<file path="src/rtl/manch_encoder.sv">
// Manchester (IEEE 802.3 convention) serializer, MSB-first, valid/ready input.
// Optional feature: define MANCH_PARITY_EN to append an even-parity bit
// after the LSB of every frame.
module manch_encoder #(
  parameter int   DATA_W       = 16,
  parameter int   HALF_BIT_CYC = 4,
  parameter logic IDLE_LEVEL   = 1'b0
) (
  input  logic              clk,
  input  logic              rst,
  input  logic [DATA_W-1:0] din,
  input  logic              din_valid,
  output logic              din_ready,
  output logic              datamout,
  output logic              busy,
  output logic              frame_done
);

`ifdef MANCH_PARITY_EN
  localparam int NBITS = DATA_W + 1;
`else
  localparam int NBITS = DATA_W;
`endif
  localparam int CNT_W = $clog2(NBITS + 1);
  localparam int HC_W  = ($clog2(HALF_BIT_CYC + 1) < 1) ? 1 : $clog2(HALF_BIT_CYC + 1);
  localparam logic [HC_W-1:0]  HC_LAST  = HC_W'(HALF_BIT_CYC - 1);
  localparam logic [CNT_W-1:0] BIT_LAST = CNT_W'(NBITS - 1);

  typedef enum logic [1:0] {IDLE, FIRST_HALF, SECOND_HALF} state_t;

  state_t             state, state_n;
  logic [NBITS-1:0]   shreg, shreg_n;
  logic [CNT_W-1:0]   bitcnt, bitcnt_n;
  logic [HC_W-1:0]    halfcnt, halfcnt_n;
  logic [NBITS-1:0]   load_word;
  logic               datamout_n;
  logic               frame_done_n;

  // Parity rides as an extra LSB-side bit, so the shifter needs no special case.
`ifdef MANCH_PARITY_EN
  assign load_word = {din, ^din};
`else
  assign load_word = din;
`endif

  // State, datapath and registered outputs.
  always_ff @(posedge clk) begin
    if (rst) begin
      state      <= IDLE;
      shreg      <= '0;
      bitcnt     <= '0;
      halfcnt    <= '0;
      datamout   <= IDLE_LEVEL;
      busy       <= 1'b0;
      din_ready  <= 1'b1;
      frame_done <= 1'b0;
    end else begin
      state      <= state_n;
      shreg      <= shreg_n;
      bitcnt     <= bitcnt_n;
      halfcnt    <= halfcnt_n;
      datamout   <= datamout_n;
      busy       <= (state_n != IDLE);
      din_ready  <= (state_n == IDLE);
      frame_done <= frame_done_n;
    end
  end

  // Next-state logic; outputs are derived from the next state so they register
  // in step with it.
  always_comb begin
    state_n      = state;
    shreg_n      = shreg;
    bitcnt_n     = bitcnt;
    halfcnt_n    = halfcnt;
    frame_done_n = 1'b0;
    case (state)
      IDLE: begin
        if (din_valid && din_ready) begin
          shreg_n   = load_word;
          bitcnt_n  = BIT_LAST;
          halfcnt_n = '0;
          state_n   = FIRST_HALF;
        end
      end
      FIRST_HALF: begin
        if (halfcnt == HC_LAST) begin
          halfcnt_n = '0;
          state_n   = SECOND_HALF;
        end else begin
          halfcnt_n = halfcnt + 1'b1;
        end
      end
      SECOND_HALF: begin
        if (halfcnt == HC_LAST) begin
          halfcnt_n = '0;
          if (bitcnt == '0) begin
            state_n      = IDLE;
            frame_done_n = 1'b1;
          end else begin
            shreg_n  = shreg << 1;
            bitcnt_n = bitcnt - 1'b1;
            state_n  = FIRST_HALF;
          end
        end else begin
          halfcnt_n = halfcnt + 1'b1;
        end
      end
      default: state_n = IDLE;
    endcase

    case (state_n)
      FIRST_HALF:  datamout_n = ~shreg_n[NBITS-1];
      SECOND_HALF: datamout_n = shreg_n[NBITS-1];
      default:     datamout_n = IDLE_LEVEL;
    endcase
  end

endmodule

</file>
<file path="config.mk">
export PLATFORM = sky130hd
export DESIGN_NAME = manch_encoder
export DESIGN_NICKNAME = d
export VERILOG_FILES = /design/src/rtl/manch_encoder.sv
export SDC_FILE = /design/constraint.sdc
export NUM_CORES = 1
export LEC_CHECK = 0
export ABC_AREA = 0
export CORE_MARGIN = 3
export CORE_UTILIZATION = 52
export CTS_CLUSTER_DIAMETER = 200
export DETAILED_ROUTE_END_ITERATION = 8
export GPL_TIMING_DRIVEN = 0
export PLACE_DENSITY_LB_ADDON = 0.15
export SLEW_MARGIN = 20
export SYNTH_ARGS = -nofsm -noshare
export SYNTH_HDL_FRONTEND = slang
export SYNTH_SLANG_ARGS = --single-unit
</file>
<file path="constraint.sdc">
create_clock -name clk -period 2.8 [get_ports clk]
set_clock_uncertainty 0.15 [all_clocks]
set_input_delay 0.56 -clock clk [delete_from_list [all_inputs] [get_ports clk]]
set_output_delay 0.56 -clock clk [all_outputs]
set_load 0.1 [all_outputs]
</file>
==> results of run 1 <==
[cell usage after synthesis (2+ instances only)]
cell / number / area share [%]
ha_1: 7 / 6.1
nand2b_1: 3 / 1.3
o211a_1: 2 / 1.4
buf_1: 2 / 0.53
nand4_1: 2 / 0.88
a21oi_1: 8 / 2.8
o21ai_0: 2 / 0.70
nand2_1: 5 / 1.3
inv_1: 8 / 2.1
buf_6: 3 / 2.4
nor3b_1: 2 / 1.1
a22oi_1: 14 / 7.4
nor2_1: 22 / 5.8
clkbuf_1: 5 / 1.3
a211oi_1: 15 / 7.9
xnor2_1: 2 / 1.2
nand3_1: 3 / 1.1
o211ai_1: 2 / 1.1
dfxtp_1: 30 / 42
[layout make-up]
cell class                 instances  area, um^2
clock buffer                       6       51.30
inverter                           8       30.03
tap                               30       37.54
multi-input combinational        107       738.2
timing repair buffer              21       210.2
sequential                        30       600.6
fill                             223       817.0
buffer                            10       60.06
[through the flow]
step | std cells | util, %
finish | 212 | 67.90
global route | 212 | 67.90
CTS | 212 | 67.90
detailed placement | 206 | 65.88
global placement | 206 | 65.88
floorplan | 155 | -
[cells by family after synthesis]
logic type	Yosys count	synth area share, %
fa+ha+maj	7	6.129
simple gates	46	16.73
xor+xnor	2	1.226
buf+inv	18	6.305
flops	30	42.03
mux	1	0.7880
compound gates	51	26.80
[state kept, by name (all words and copies together) (netlist names)]
| register | flops |
|---|---|
| bitcnt | 5 |
| busy | 1 |
| shreg | 16 |
| datamout | 1 |
| state | 2 |
| frame_done | 1 |
| din_ready | 1 |
| halfcnt | 3 |
[layer usage]
metal / part of all wire [%] / track usage [%]
met3: 5.0 / 6.579
met4: 1.5 / 10.60
met2: 50 / 37.32
met5: 0 / 0
met1: 43 / 21.39
[worst reg2reg max path, cell delays in order (launching register included)]
cell      delay (ns)
dfxtp_1         0.36
inv_1           0.11
ha_1            0.32
and3b_1         0.27
and2_4          0.16
buf_6           0.13
o21a_4          0.18
buf_1           0.37
nor2_1          0.08
a211oi_1        0.25
[report_power, final]
group          internal (mW)  switching (mW)  leakage [nW]
Combinational          0.140           0.196         0.390
Sequential             0.485          0.0392         0.247
Clock                  0.113           0.144        0.0302
Total                  0.738           0.379         0.667
[path summary, 6_finish.rpt]
kind         cells past startpoint                     to             startpoint
min                              2  shreg[0]$_SDFFE_PP0P_  shreg[0]$_SDFFE_PP0P_
max reg2reg                      9  shreg[7]$_SDFFE_PP0P_    state[0]$_SDFF_PP0_
min reg2reg                      2  shreg[0]$_SDFFE_PP0P_  shreg[0]$_SDFFE_PP0P_
max                              1              din_ready   din_ready$_SDFF_PP1_
==> impl_metrics.py, run 1 <==
metrics = {
    "detailed_routing": {
        "ant_nets": 0,
        "vias": 1261,
        "drt_iter0_drc": 45,
        "avgViaCountPerCell": 5.948,
        "first_pass_iters": 4,
        "drc_errors": 0,
        "wl_um": 3216,
        "wl_per_cell_um": 15.17,
    },
    "sta": {
        "worst_slew_pin_slew_ns": 0.9647,
        "fin_ws_ns": 0.1968,
        "layout_min_cycle_time_ns": 2.603,
        "fmaxAchievable_mhz": 384.1,
        "finalHoldViolCount": 0,
        "rsz0062_at_grt": "no",
        "fin_crit_sh_pct": 92.97,
        "whs_ns": 0.3425,
        "finalMaxSlewViolations": 0,
        "slew_headroom_pct": 35.48,
        "setup-tns-final_ns": 0,
        "setup_viol": 0,
    },
    "synth": {
        "ys_types": 37,
        "avgSynthCellArea_um2": 9.219,
        "syn_nets": 181,
        "syn_inst": 155,
        "synthArstFlopShare_pct": 0,
        "synth-main-ff-cell": "dfxtp_1",
        "synth-edff-count": 0,
        "ys_ff_latch": 30,
        "yosysSeqAreaShare_pct": 42.03,
        "ys_warn_count": 0,
        "synth_area_um2": 1429,
    },
    "job": {
        "maxCapViolCount": 0,
    },
    "global_routing": {
        "grt_use_total_pct": 20.76,
        "overflow": 0,
        "grt_pass1_vias": 1251,
        "grt_pass1_wl_um": 5347,
        "antenna_found_initial": 0,
        "grt_max_degree": 11,
    },
    "place": {
        "dp_hpwl_um": 2331,
        "dpl_cell_area_um2": 1677,
        "pre_cts_slack_ns": 0.1965,
        "io_buffers": 21,
        "routabilityCongestion": 0.7697,
    },
    "worst_setup_path": {
        "max_stage_delay_ns": 1.16,
        "endpoint_kind": "output pin",
        "critPathTopFamily": "buffers and inverters",
        "critical_path_class": "reg -> out",
        "worstPathRequired_ns": 2.09,
        "critPathLaunchType": "register",
        "cp_slowest_cell": "clkdlybuf4s50_1",
        "path_buf_inv": 1,
        "r2r_setup_slack_ns": 0.34,
        "critPathMaxFanout": 4,
        "cp_data_arrival_time_ns": 1.89,
        "path_cells": "clkdlybuf4s50_1",
    },
    "worst_hold_path": {
        "worst_hold_path_type": "reg -> reg",
    },
    "floorplan": {
        "row_count": 18,
        "die_x_um": 58.42,
        "start_util_pct": 56.15,
        "fp.dieH_um": 58.42,
        "io_pins": 23,
        "dieArea_um2": 3413,
        "core_area_um2": 2545,
    },
    "clocking": {
        "cts_resized": 0,
        "cts_root_buf": "clkbuf_4",
        "postCtsSetupBuffers": 0,
        "htreeDepth": 2,
        "hold_buffers": 0,
        "cts_tree": "done",
        "path_clk_slew_ns": 0.09,
        "cts_buffers": 5,
        "clk_path_buf_depth": 2,
        "clk_latency_ns": 0.33,
        "cts_sinks": 30,
    },
    "final_layout": {
        "final_cell_mix": "30 x dfxtp_1, 22 x nor2_1, 21 x clkdlybuf4s50_1",
        "final_cell_area_um2": 1728,
        "nets": 209,
        "insertedDiodeCount": 0,
        "drive_gt1_share_pct": 8.242,
        "final_common_cell": "dfxtp_1",
        "area_delta_synth_final_pct": 20.93,
    },
    "power_and_ir_drop": {
        "p_leak_nw": 0.6672,
        "power_density_nw_per_um2": 646.4,
        "total_power_mw": 1.117,
        "ir_drop_uv": 519.1,
    },
    "run_status": {
        "run_status": "complete, no violations",
    },
}
No activity file was read; power rests on OpenSTA's default activity.
==> run 2: changes to the inputs <==
--- a/config.mk
+++ b/config.mk
@@ -6,10 +6,12 @@
 export NUM_CORES = 1
 export LEC_CHECK = 0
 export ABC_AREA = 0
+export CAP_MARGIN = 20
 export CORE_MARGIN = 3
 export CORE_UTILIZATION = 52
 export CTS_CLUSTER_DIAMETER = 200
 export DETAILED_ROUTE_END_ITERATION = 8
+export GPL_ROUTABILITY_DRIVEN = 0
 export GPL_TIMING_DRIVEN = 0
 export PLACE_DENSITY_LB_ADDON = 0.15
 export SLEW_MARGIN = 20
==> results of run 2 <==
The final DEF is identical to that of run 1; final timing and power are the same.
